File: src/rtl/bit_counter_arbiter.sv
// Round-robin sequencer sharing one external bit_counter among N_REQ requesters.
// Optional early stop on counter saturation: define BIT_COUNTER_ARB_EARLY_STOP_EN.
module bit_counter_arbiter #(
    parameter int N_REQ = 2,
    parameter int W     = 4
) (
    input  logic               clk,
    input  logic               rst,
    input  logic [N_REQ-1:0]   req,
    input  logic [N_REQ*W-1:0] data,
    output logic [N_REQ-1:0]   grant,
    output logic [N_REQ-1:0]   done,
    output logic [1:0]         result,
    output logic               result_z,
    output logic               busy,
    output logic               cnt_x,
    output logic               cnt_rst,
    input  logic [1:0]         cnt_out,
    input  logic               cnt_z
);

    localparam int PTR_W = $clog2(N_REQ);
    localparam int IDX_W = (W > 1) ? $clog2(W) : 1;

    typedef enum logic [2:0] {
        S_IDLE,
        S_CLEAR,
        S_SHIFT,
        S_CAPTURE,
        S_DONE
    } state_t;

    state_t           state;
    state_t           state_next;
    logic [PTR_W-1:0] ptr;
    logic [W-1:0]     shreg;
    logic [IDX_W-1:0] idx;
    logic             cnt_x_q;

    logic             win_found;
    logic [PTR_W-1:0] win_idx;
    logic [W-1:0]     win_word;
    logic             early_stop;
    logic             shift_last;

    // Requester index base+step, wrapped into 0..N_REQ-1.
    function automatic logic [PTR_W-1:0] wrap_inc(input logic [PTR_W-1:0] base, input int step);
        int sum;
        sum = int'(base) + step;
        if (sum >= N_REQ) begin
            sum = sum - N_REQ;
        end
        return PTR_W'(sum);
    endfunction

    function automatic logic [N_REQ-1:0] onehot(input logic [PTR_W-1:0] sel);
        logic [N_REQ-1:0] v;
        v = '0;
        v[sel] = 1'b1;
        return v;
    endfunction

    // Scan upward from the round-robin pointer; first set request wins.
    always_comb begin
        win_found = 1'b0;
        win_idx   = '0;
        for (int k = 0; k < N_REQ; k++) begin
            if (!win_found && req[wrap_inc(ptr, k)]) begin
                win_found = 1'b1;
                win_idx   = wrap_inc(ptr, k);
            end
        end
    end

    always_comb begin
        win_word = '0;
        for (int i = 0; i < N_REQ; i++) begin
            if (win_idx == PTR_W'(i)) begin
                win_word = data[i*W +: W];
            end
        end
    end

`ifdef BIT_COUNTER_ARB_EARLY_STOP_EN
    assign early_stop = cnt_z;
`else
    assign early_stop = 1'b0;
`endif

    assign shift_last = (idx == IDX_W'(W - 1)) || early_stop;

    always_comb begin
        state_next = state;
        case (state)
            S_IDLE:    if (win_found) state_next = S_CLEAR;
            S_CLEAR:   state_next = S_SHIFT;
            S_SHIFT:   if (shift_last) state_next = S_CAPTURE;
            S_CAPTURE: state_next = S_DONE;
            S_DONE:    state_next = S_IDLE;
            default:   state_next = S_IDLE;
        endcase
    end

    always_ff @(posedge clk) begin
        if (!rst) begin
            state <= S_IDLE;
            grant <= '0;
            ptr   <= '0;
        end else begin
            state <= state_next;
            if (state == S_IDLE && win_found) begin
                grant <= onehot(win_idx);
                ptr   <= wrap_inc(win_idx, 1);
            end else if (state == S_DONE) begin
                grant <= '0;
            end
        end
    end

    // cnt_x is loaded one cycle ahead, so shreg already holds the next bit at bit 0.
    always_ff @(posedge clk) begin
        if (!rst) begin
            shreg    <= '0;
            idx      <= '0;
            cnt_x_q  <= 1'b0;
            result   <= '0;
            result_z <= 1'b0;
        end else begin
            case (state)
                S_IDLE: begin
                    cnt_x_q <= 1'b0;
                    idx     <= '0;
                    if (win_found) begin
                        shreg <= win_word;
                    end
                end
                S_CLEAR: begin
                    cnt_x_q <= shreg[0];
                    shreg   <= shreg >> 1;
                    idx     <= '0;
                end
                S_SHIFT: begin
                    if (shift_last) begin
                        cnt_x_q <= 1'b0;
                    end else begin
                        cnt_x_q <= shreg[0];
                        shreg   <= shreg >> 1;
                        idx     <= idx + IDX_W'(1);
                    end
                end
                S_CAPTURE: begin
                    cnt_x_q  <= 1'b0;
                    result   <= cnt_out;
                    result_z <= cnt_z;
                end
                default: begin
                    cnt_x_q <= 1'b0;
                end
            endcase
        end
    end

`ifdef BIT_COUNTER_ARB_EARLY_STOP_EN
    // Suppress the pending bit in the cycle the counter reports saturation.
    assign cnt_x = cnt_x_q && !(state == S_SHIFT && cnt_z);
`else
    assign cnt_x = cnt_x_q;
`endif

    assign done    = (state == S_DONE) ? grant : '0;
    assign busy    = (state != S_IDLE);
    assign cnt_rst = rst && (state != S_CLEAR);

endmodule

File: config.mk
export PLATFORM = sky130hd
export DESIGN_NAME = bit_counter_arbiter
export DESIGN_NICKNAME = d
export VERILOG_FILES = /design/src/rtl/bit_counter_arbiter.sv
export SDC_FILE = /design/constraint.sdc
export NUM_CORES = 1
export LEC_CHECK = 0
export ABC_AREA = 1
export CAP_MARGIN = 20
export CORE_MARGIN = 3
export CORE_UTILIZATION = 45
export CTS_CLUSTER_DIAMETER = 30
export DETAILED_ROUTE_END_ITERATION = 10
export GPL_ROUTABILITY_DRIVEN = 0
export PLACE_DENSITY = 0.73
export SLEW_MARGIN = 25
export SYNTH_ARGS = -nofsm -noshare
export SYNTH_HDL_FRONTEND = slang
export SYNTH_SLANG_ARGS = --single-unit
File: constraint.sdc
create_clock -name clk -period 1.5 [get_ports clk]
set_clock_uncertainty 0.15 [all_clocks]
set_input_delay 0.45 -clock clk [delete_from_list [all_inputs] [get_ports clk]]
set_output_delay 0.45 -clock clk [all_outputs]
set_load 0.02 [all_outputs]
==> flow_results.org <==
** Global route
- All-layer global routing usage :: 19.4%
- The number of antenna violations at the first check in global routing came to 0.
- Entering global routing, the biggest net connects 11 pins.
- Global routing finished with a remaining overflow of 0.
- The via count of the first global-routing pass is 835.
- Global-route wire length before repair :: 3620 µm

** Min path
- Worst hold path stage count :: 2
- The worst hold path belongs to the class register to register.
- Hold-critical path endpoint :: ptr$_SDFFE_PN0P_
- In this run the most critical hold path is launched from ptr$_SDFFE_PN0P_.

** Floorplan
- Area enclosed by the die boundary :: 2400 µm²
- For this configuration, the core starts out at a cell density of 51.2%.
- Chip width :: 49.0 µm
- Y dimension of the die :: 49.0 µm
- Ports placed on the boundary :: 25
- The core region is 1630 µm².
- After floorplanning, the core was divided into 14 placement rows.

** Logic synthesis
- Cell area after technology mapping :: 833 µm²
- Total of flip-flops plus latches after synthesis :: 16
- Synthesized Nets :: 141
- Yosys printed 0 warnings.
- Post-synth cell types :: 18
- In the synthesized netlist, the number of instances is 125.
- Top cell type's share of synthesized area :: 38.4%
- A synthesized cell averages 6.67 µm².
- Post-synthesis sequential area ratio :: 38.4%
- Leading post-synthesis cells by cell area :: dfxtp_1, nand2_1, nor2_1
- dfxtp_1 takes more of the synthesized area than any other cell.

** Finish
- Footprint of the flip-flops and latches :: 332 µm²
- Fill cell count :: 114
- Area grow syn2layout :: 62.6%
- The repair_antennas step left the layout with diodes totalling 0.
- Most used cells in the layout excluding fill and tap cells :: nand2_1, nor2_1, buf_4
- Summing all multi-input logic gate instances after layout gives 463 µm².
- The finished cells cover 1360 µm².
- Final #Nets :: 190
- Most common cell after layout, fill and taps aside :: nand2_1
- Share of cells above drive strength 1 :: 34.1%
- For this run, the number of standard cells in the final layout without fillers is 197.

** STA
- Unrepaired setup endpoints after global routing :: yes
- Headroom to the max-slew limit came out at 82.0%.
- In the finished design, the share of the clock period the worst path needs comes to 113%.
- Post-layout minimum cycle time :: 1700 ps
- Final Slew Violations :: 0
- Final Hold Vio Count :: 0
- For the pin with the worst max-slew slack, the measured transition is 269 ps.
- Setup violations remaining at the end of the flow were counted as 8.
- Across all setup checks in the final design, the least slack found is -196 ps.
- Max Clock Freq :: 589 MHz
- Post-Route Hold Slack :: 336 ps

** Clock tree
- In this run the number of H-tree levels came out at 1.
- No sink is reached through more buffers than the 2 on the longest clock path.
- Root buffer cell :: clkbuf_4
- CTS tree :: yes
- Sinks on Clock Net :: 16
- Hold repair after CTS inserted 0 buffers.
- Number of buffers created by CTS :: 3
- Clock slew at the register clock pins of the worst setup and hold paths :: 100 ps
- For the worst-skew pair, the clock arrives at the later sink with an insertion delay of 290 ps.

** Power
- IR Drop Worst-Case VDD :: 0.000851 V
- Overall power consumption after layout is estimated at 1530 µW.
- Power density over cell area :: 1130 nW/µm²
- Leakage :: 0.000661 µW

** Critical path
- R2r worst-path depth :: 9
- Crit-path max FO :: 4
- Type of the worst setup path :: register to primary output
- On the critical path, the stage with the largest delay is an instance of dfxtp_4.
- Critical path, cell by cell :: buf_6 > nor2_4 > nand2_2 > buf_6
- Endpoint of the most critical register-to-register path :: shreg[1]$_SDFFE_PN0P_
- At the worst endpoint, the arrival time is 1100 ps.
- Highest cell delay on the worst timing path :: 370 ps
- Worst Path Buf+Inv :: 2
- In this design, the critical path's most frequently occurring cell is buf_6.
- STA classifies the critical path startpoint as a register.
- The worst setup path is captured at a primary output.
- Family of cells with the greatest summed delay on the critical path :: flip-flops
- STA puts the critical path data required time at 900 ps.
- The startpoint identified for the worst register-to-register timing path is state[2]$_SDFFE_PN0P_.
- Worst path depth :: 4
- Worst reg-to-reg setup slack :: -50 ps

** Drt
- Summed over all layers, the routed wires come to 2340 µm.
- Average detailed-routed wire length per instance :: 11.9 µm
- Via count :: 931
- In the routed design, unresolved DRC markers number 0.
- Number of optimization iterations in the first detailed-route pass :: 4
- The first routing iteration left 15 violations.
- Via density per instance :: 4.73
- Post-route antenna net violation count :: 0

** Placed design
- After detailed placement, the total cell area comes to 1240 µm².
- Number of buffer cells added on primary ports :: 24
- Worst slack at placement :: -861 ps
- Placed Cells :: 190
- Post-DP HPWL :: 1630 µm

** Run
- Across the run, the number of max-cap violations was 0.

** Status
- The checks that failed: setup timing.
- The flow ran to the end, but the final reports show violations.
sequential cells by signal, summed over array words and instances (netlist names):
name / count
cnt_x: 1
grant: 2
idx: 2
shreg: 4
ptr: 1
result: 2
result_z: 1
state: 3
Yosys cell counts:
cell type	n
nand2_1	26
nor2_1	22
inv_1	18
dfxtp_1	16
nand3_1	15
a21oi_1	6
inv_2	4
nand2_2	4
o21ai_0	3
nand3_2	2
o21ai_1	2
a31oi_1	1
clkbuf_1	1
ha_1	1
nand3_4	1
nor2_4	1
o211ai_1	1
o21ai_4	1
cell families (layout without fill, tap and decap cells):
group                      after synthesis  in the layout  share of synthesized area (%)
and+or+nand+nor                         71             71                           39.5
buffers and inverters                   23             71                           10.4
DFF                                     16             16                           38.4
AOI/OAI and AO/OA                       14             14                           10.2
adders and majority gates                1              1                           1.50
worst max path at each step:
stage	start	to	slack (ps)
detailed placement	rst	cnt_rst	-860
CTS	state[1]$_SDFFE_PN0P_	done[1]	-180
global placement	rst	cnt_rst	-850
finish	state[2]$_SDFFE_PN0P_	busy	-200
global route	state[2]$_SDFFE_PN0P_	busy	-250
floorplan	state[1]$_SDFFE_PN0P_	done[0]	10
repair_timing:
item	4_1_cts	5_1_grt
pin swaps	3	10
setup buffers	4	2
resized for setup	60	14
endpoints found under the setup margin	10	16
layout make-up:
type / instances / area share [%]
Clock buffer: 4 / 2.68
Inverter: 22 / 6.28
Tap cell: 24 / 2.22
Timing Repair Buffer: 45 / 30.2
Multi-Input combinational cell: 86 / 34.2
Sequential cell: 16 / 24.5
worst register-to-register path, cell delays in order, from the launching register on:
cell and delay, ps:
dfxtp_4 370, buf_6 110, nor2_4 110, nand2_2 80, buf_6 120, buf_6 110
o21ai_4 230, nand2_1 80, nand2_1 60, nor2_1 30
report_power, final:
part / switching, µW / internal, µW / total, µW
Clock: 144 / 148 / 292
Sequential: 47.2 / 500 / 547
Combinational: 363 / 326 / 689
per-layer routing:
metal  global-route usage, %  share of wire (%)  vias up
li1                        -                  -      489
met1                    22.9                 43      404
met2                    32.1                 50       31
met3                    3.36                4.2        7
met4                    12.3                2.6        0
met5                       0                  0        -
metrics by stage:
step	util, %	setup TNS, ps
3_5_place_dp	76.2	-4410
6_report	83.2	-812
4_1_cts	81.0	-698
3_3_place_gp	76.2	-3870
5_1_grt	83.2	-1420
2_1_floorplan	-	0
No activity file was read; power rests on OpenSTA's default activity.
